$ cat src/rtl/store_buffer.sv
// Posted-write store buffer between the nRISC memory stage and data_memory.
// In-order FIFO that drains on load-free cycles and forwards pending stores to loads.
module store_buffer #(
   parameter int DEPTH = 4,
   parameter int CW    = $clog2(DEPTH + 1)
) (
   input  logic          Clock,
   input  logic          Reset,
   input  logic [7:0]    CpuAddress,
   input  logic [7:0]    CpuWriteData,
   input  logic          CpuWrite,
   input  logic          CpuRead,
   output logic [7:0]    CpuReadData,
   output logic          Stall,
   output logic [7:0]    MemAddress,
   output logic [7:0]    MemWriteData,
   output logic          MemWrite,
   input  logic [7:0]    MemData,
   output logic          Empty,
   output logic          Full,
   output logic [CW-1:0] Count
);

   localparam int PW = (DEPTH > 1) ? $clog2(DEPTH) : 1;

   logic [7:0]       r_addr [DEPTH];
   logic [7:0]       r_data [DEPTH];
   logic [DEPTH-1:0] r_valid;
   logic [PW-1:0]    r_head;
   logic [PW-1:0]    r_tail;
   logic [CW-1:0]    r_count;

   logic             w_empty;
   logic             w_full;
   logic             w_stall;
   logic             w_push;
   logic             w_pop;
   logic             w_fwd_hit;
   logic [7:0]       w_fwd_data;

   assign w_empty = (r_count == '0);
   assign w_full  = (r_count == CW'(DEPTH));

   // A load owns the memory port, so a full buffer can only refuse a store while a load is present.
   assign w_stall = !Reset && CpuWrite && CpuRead && w_full;
   assign w_pop   = !Reset && !CpuRead && !w_empty;
   assign w_push  = !Reset && CpuWrite && !w_stall;

   assign Stall        = w_stall;
   assign MemWrite     = w_pop;
   assign MemAddress   = w_pop ? r_addr[r_head] : CpuAddress;
   assign MemWriteData = w_pop ? r_data[r_head] : 8'h00;
   assign Empty        = Reset || w_empty;
   assign Full         = !Reset && w_full;
   assign Count        = r_count;
   assign CpuReadData  = w_fwd_data;

   // Walk from the youngest entry (tail-1) towards head; the first match wins.
   always_comb begin
      // NOTE: defaults first so no path through this block leaves a latch.
      w_fwd_hit  = 1'b0;
      w_fwd_data = MemData;
      for (int i = 0; i < DEPTH; i++) begin
         if (!w_fwd_hit && (CW'(i) < r_count) && r_valid[r_tail - PW'(i + 1)] &&
             (r_addr[r_tail - PW'(i + 1)] == CpuAddress)) begin
            w_fwd_hit  = 1'b1;
            w_fwd_data = r_data[r_tail - PW'(i + 1)];
         end
      end
   end

   // NOTE: state uses non-blocking assignments so every register samples pre-edge values.
   always_ff @(posedge Clock) begin
      if (Reset) begin
         r_head  <= '0;
         r_tail  <= '0;
         r_count <= '0;
         r_valid <= '0;
      end else begin
         // Pop before push: when full, head == tail and the new entry must stay valid.
         if (w_pop) begin
            r_valid[r_head] <= 1'b0;
            r_head          <= r_head + 1'b1;
         end
         if (w_push) begin
            r_valid[r_tail] <= 1'b1;
            r_tail          <= r_tail + 1'b1;
         end
         r_count <= r_count + CW'(w_push) - CW'(w_pop);
      end
   end

   // NOTE: the payload array is not reset; valid bits and count already mark it as empty.
   always_ff @(posedge Clock) begin
      if (w_push) begin
         r_addr[r_tail] <= CpuAddress;
         r_data[r_tail] <= CpuWriteData;
      end
   end

endmodule

$ cat config.mk
export PLATFORM = sky130hd
export DESIGN_NAME = store_buffer
export DESIGN_NICKNAME = d
export VERILOG_FILES = /design/src/rtl/store_buffer.sv
export SDC_FILE = /design/constraint.sdc
export NUM_CORES = 1
export LEC_CHECK = 0
export ABC_CLOCK_PERIOD_IN_PS = 9620
export BUFFER_PORTS_ARGS = -buffer_cell sky130_fd_sc_hd__buf_2
export CAP_MARGIN = 20
export CORE_MARGIN = 3
export CORE_UTILIZATION = 57
export DETAILED_ROUTE_END_ITERATION = 10
export PLACE_DENSITY = 0.77
export SETUP_SLACK_MARGIN = 0.5
export SLEW_MARGIN = 20
export SYNTH_ARGS = -nofsm -noshare
export SYNTH_HDL_FRONTEND = slang
export SYNTH_SLANG_ARGS = --single-unit
$ cat constraint.sdc
create_clock -name Clock -period 9.62 [get_ports Clock]
set_clock_uncertainty 0.2 [all_clocks]
set_input_delay 0.481 -clock Clock [delete_from_list [all_inputs] [get_ports Clock]]
set_output_delay 0.481 -clock Clock [all_outputs]
set_load 0.02 [all_outputs]
==> summary.md <==
| Metric | Value |
|---|---|
| Status | `completed` |
| Util after Layout | `between 60% and 70%` |
| Top Usage Layer GRT | `met2` |
| Setup TNS | `0 ps` |
| Startpoint Class | `flip-flop` |
| Routed Antenna Nets | `0` |
| CTS tree | `yes` |
| Slew @ Worst Pin | `between 1000 and 1500 ps` |
| Distinct cells, synth | `54` |
| Final RePlAce weighted congestion | `roughly 0.95` |
| Hold-fix buffers, CTS | `0` |
| Net Count, Synth | `475` |
| DR vias | `between 4000 and 5000` |
| Crit path max fanout | `between 50 and 60` |
| Count of clock tree sinks | `79` |
| Post-CTS setup buffer count | `0` |
| Post-placement setup slack | `4258 ps` |
| Worst setup slack after layout | `4205 ps` |
| Layout cell share with drive strength beyond 1 | `between 30% and 40%` |
| Setup violators final | `0` |
| Clk Latency, worst-skew pair | `360 ps` |
| Clock root cell | `clkbuf_8` |
| Area leader, netlist | `edfxtp_1` |
| Ys flop type | `edfxtp_1` |
| Maximum VDD drop | `97.01 uV` |
| GR Util met2 | `a little under two fifths` |
| Sequential fraction of the synthesis area | `between 30 and 40%` |
| Fin. max-slew vios | `0` |
| TritonCTS Buffers | `9` |
| Die H | `~110 um` |
| Syn Area/Cell | `between 10 and 15 um^2` |
| DRT iter0 DRCs | `roughly 420` |
| Top cell type's share of synthesized area | `between 30% and 40%` |
| Flops & latches, synth | `79` |
| WS Path Type | `flip-flop to output pin` |
| Async SR Flop Fraction | `0%` |
| Met3 usage | `slightly below 5%` |
| First-pass GRT wire length | `~22000 um` |
| Ys Warns | `0` |
| Maxcap violations | `0` |
| Leakage power | `roughly 2.2 nW` |
| Global Route Usage Sum | `24.36%` |
| Vias per std cell | `6.795` |
| Synth top area cells | `edfxtp_1, mux4_2, mux4_1` |
| Achievable Freq | `around 180 MHz` |
| Clock slew at reported path FFs | `90 ps` |
| IO Pins | `59` |
| Largest net degree at the start of global routing | `55` |
| Syn Inst Count | `~430` |
| Initial Util | `approximately three fifths` |
| Rows | `36` |
| DRC viols | `0` |
| EDFF count, synth | `between 60 and 70` |
| Final nets | `about 510` |
| Core Region | `10000 um^2` |
| Post-CTS sizing | `0` |
| RSZ-0062 raised after global routing | `no` |
| Die area | `~12000 um^2` |
| Die W | `about 110 um` |
| Final min period | `approximately 5400 ps` |
| Drt pass-1 iters | `5` |
| Hold Vio Cnt, Final | `0` |
| Tcrit/Tclk final | `56.29%` |
| Top-count cell post-synth | `edfxtp_1` |
| Worst-case clock buffer depth | `2` |
| HPWL after detailed placement | `~9100 um` |
| Slew HR | `between 20% and 30%` |
| Ant. Diodes | `0` |
| GRT overflow | `0` |
| Hold_ws | `137.1 ps` |
| Netlist area before placement | `roughly 6000 um^2` |
| Met1 Resource Use GR | `35.39%` |
| Drt total wl | `around 14000 um` |
| WP data arrival | `4730 ps` |
| Vias in the first global route | `a little over 4000` |
| Routed length per placed instance | `22.35 um` |
| Synth top cells by count | `edfxtp_1, mux4_2, xnor2_1` |
| H-Tree Depth | `3` |
| P&R area growth vs syn | `7.721%` |
| Power Dens Cells | `around 160 nW/um^2` |
| I/O Buffers | `58` |
| Worst min path class | `input port to flip-flop` |
| Initial antenna violation count | `0` |
| Crit end category | `output pin` |
| Worst EP required | `between 8000 and 9000 ps` |
==> report_power, final <==
| part | total, mW | switching, mW | internal [mW] |
|---|---|---|---|
| clock | 0.220 | 0.125 | 0.0943 |
| sequential | 0.423 | 0.0304 | 0.392 |
| combinational | 0.397 | 0.202 | 0.194 |
==> cell families (layout without fill, tap and decap cells) <==
logic type | count (synthesis) | after routing | synth area share [%]
adder cells (fa/ha/maj) | 13 | 13 | 2.838
XOR/XNOR | 40 | 40 | 5.968
buffers and inverters | 56 | 98 | 4.737
AND/OR/NAND/NOR | 83 | 83 | 7.679
flip-flops | 79 | 79 | 37.06
multiplexers | 101 | 101 | 33.49
AO/OA/AOI/OAI | 62 | 62 | 8.222
==> cells in the final DEF (no fill, tap or decap), types with 5 or more instances in the layout <==
master and count:
nand4_1 5, mux4_2 63, edfxtp_1 64, and3_1 8, nor2_1 11, xor2_1 16, mux2_2 11, nand3_1 9
o21ai_0 6, buf_4 5, o32ai_1 8, nor3_1 6, a21oi_1 7, clkbuf_8 9, o2bb2ai_1 8, a22oi_1 8
nand2_1 12, and2_1 15, mux4_1 12, buf_2 58, xnor2_1 23, ha_1 11, mux2i_1 15, dfxtp_1 14
o21ai_1 5, inv_1 19
==> critical path, cell delays in order, from the launching register on <==
cell	delay (ps)
dfxtp_2	320
buf_4	620
inv_1	280
ha_4	780
mux4_2	420
xor2_1	160
nor4_2	310
o21a_1	610
a21oi_2	230
and2_1	260
o2bb2ai_1	160
buf_2	170
==> through the flow <==
step / instance area (um^2) / power (mW) / cells
6_report: 6459 / 1.039 / 609
5_1_grt: 6459 / 1.092 / 609
4_1_cts: 6449 / 1.041 / 609
3_3_place_gp: 6284 / 0.8173 / 593
2_1_floorplan: 5996 / 0.7424 / 434
3_5_place_dp: 6284 / 0.8253 / 593
==> registers in the layout (all words and copies together), names as in the netlist, named ones only <==
name	cells
r_head	2
Count	3
r_valid	4
r_data	32
r_tail	2
r_addr	32
==> final cells by class <==
| cell class | instances | area (um^2) |
|---|---|---|
| clock inverters | 5 | 33.78 |
| well taps | 133 | 166.4 |
| inverters | 19 | 71.32 |
| fillers | 741 | 3541 |
| repair buffers | 63 | 327.8 |
| clock buffers | 11 | 131.4 |
| multi-input cells | 299 | 3505 |
| flip-flops and latches | 79 | 2223 |
==> path summary, 6_finish.rpt <==
check                                startpoint  cells past startpoint             end  slack, ps
worst max register to register         Count[1]                     10        Count[2]       6960
worst min-delay path            CpuWriteData[6]                      1    r_data[3][6]        140
worst min register to register       r_valid[2]                      2      r_valid[2]        360
worst max-delay path                  r_tail[0]                     11  CpuReadData[4]       4210
==> metal layers <==
layer | share of wire, % | vias to the layer above
met1 | 42 | 2097
met3 | 7.7 | 20
met5 | 0 | -
li1 | - | 1833
met2 | 49 | 188
met4 | 1.3 | 0
Power figures use the tool's default switching activity.
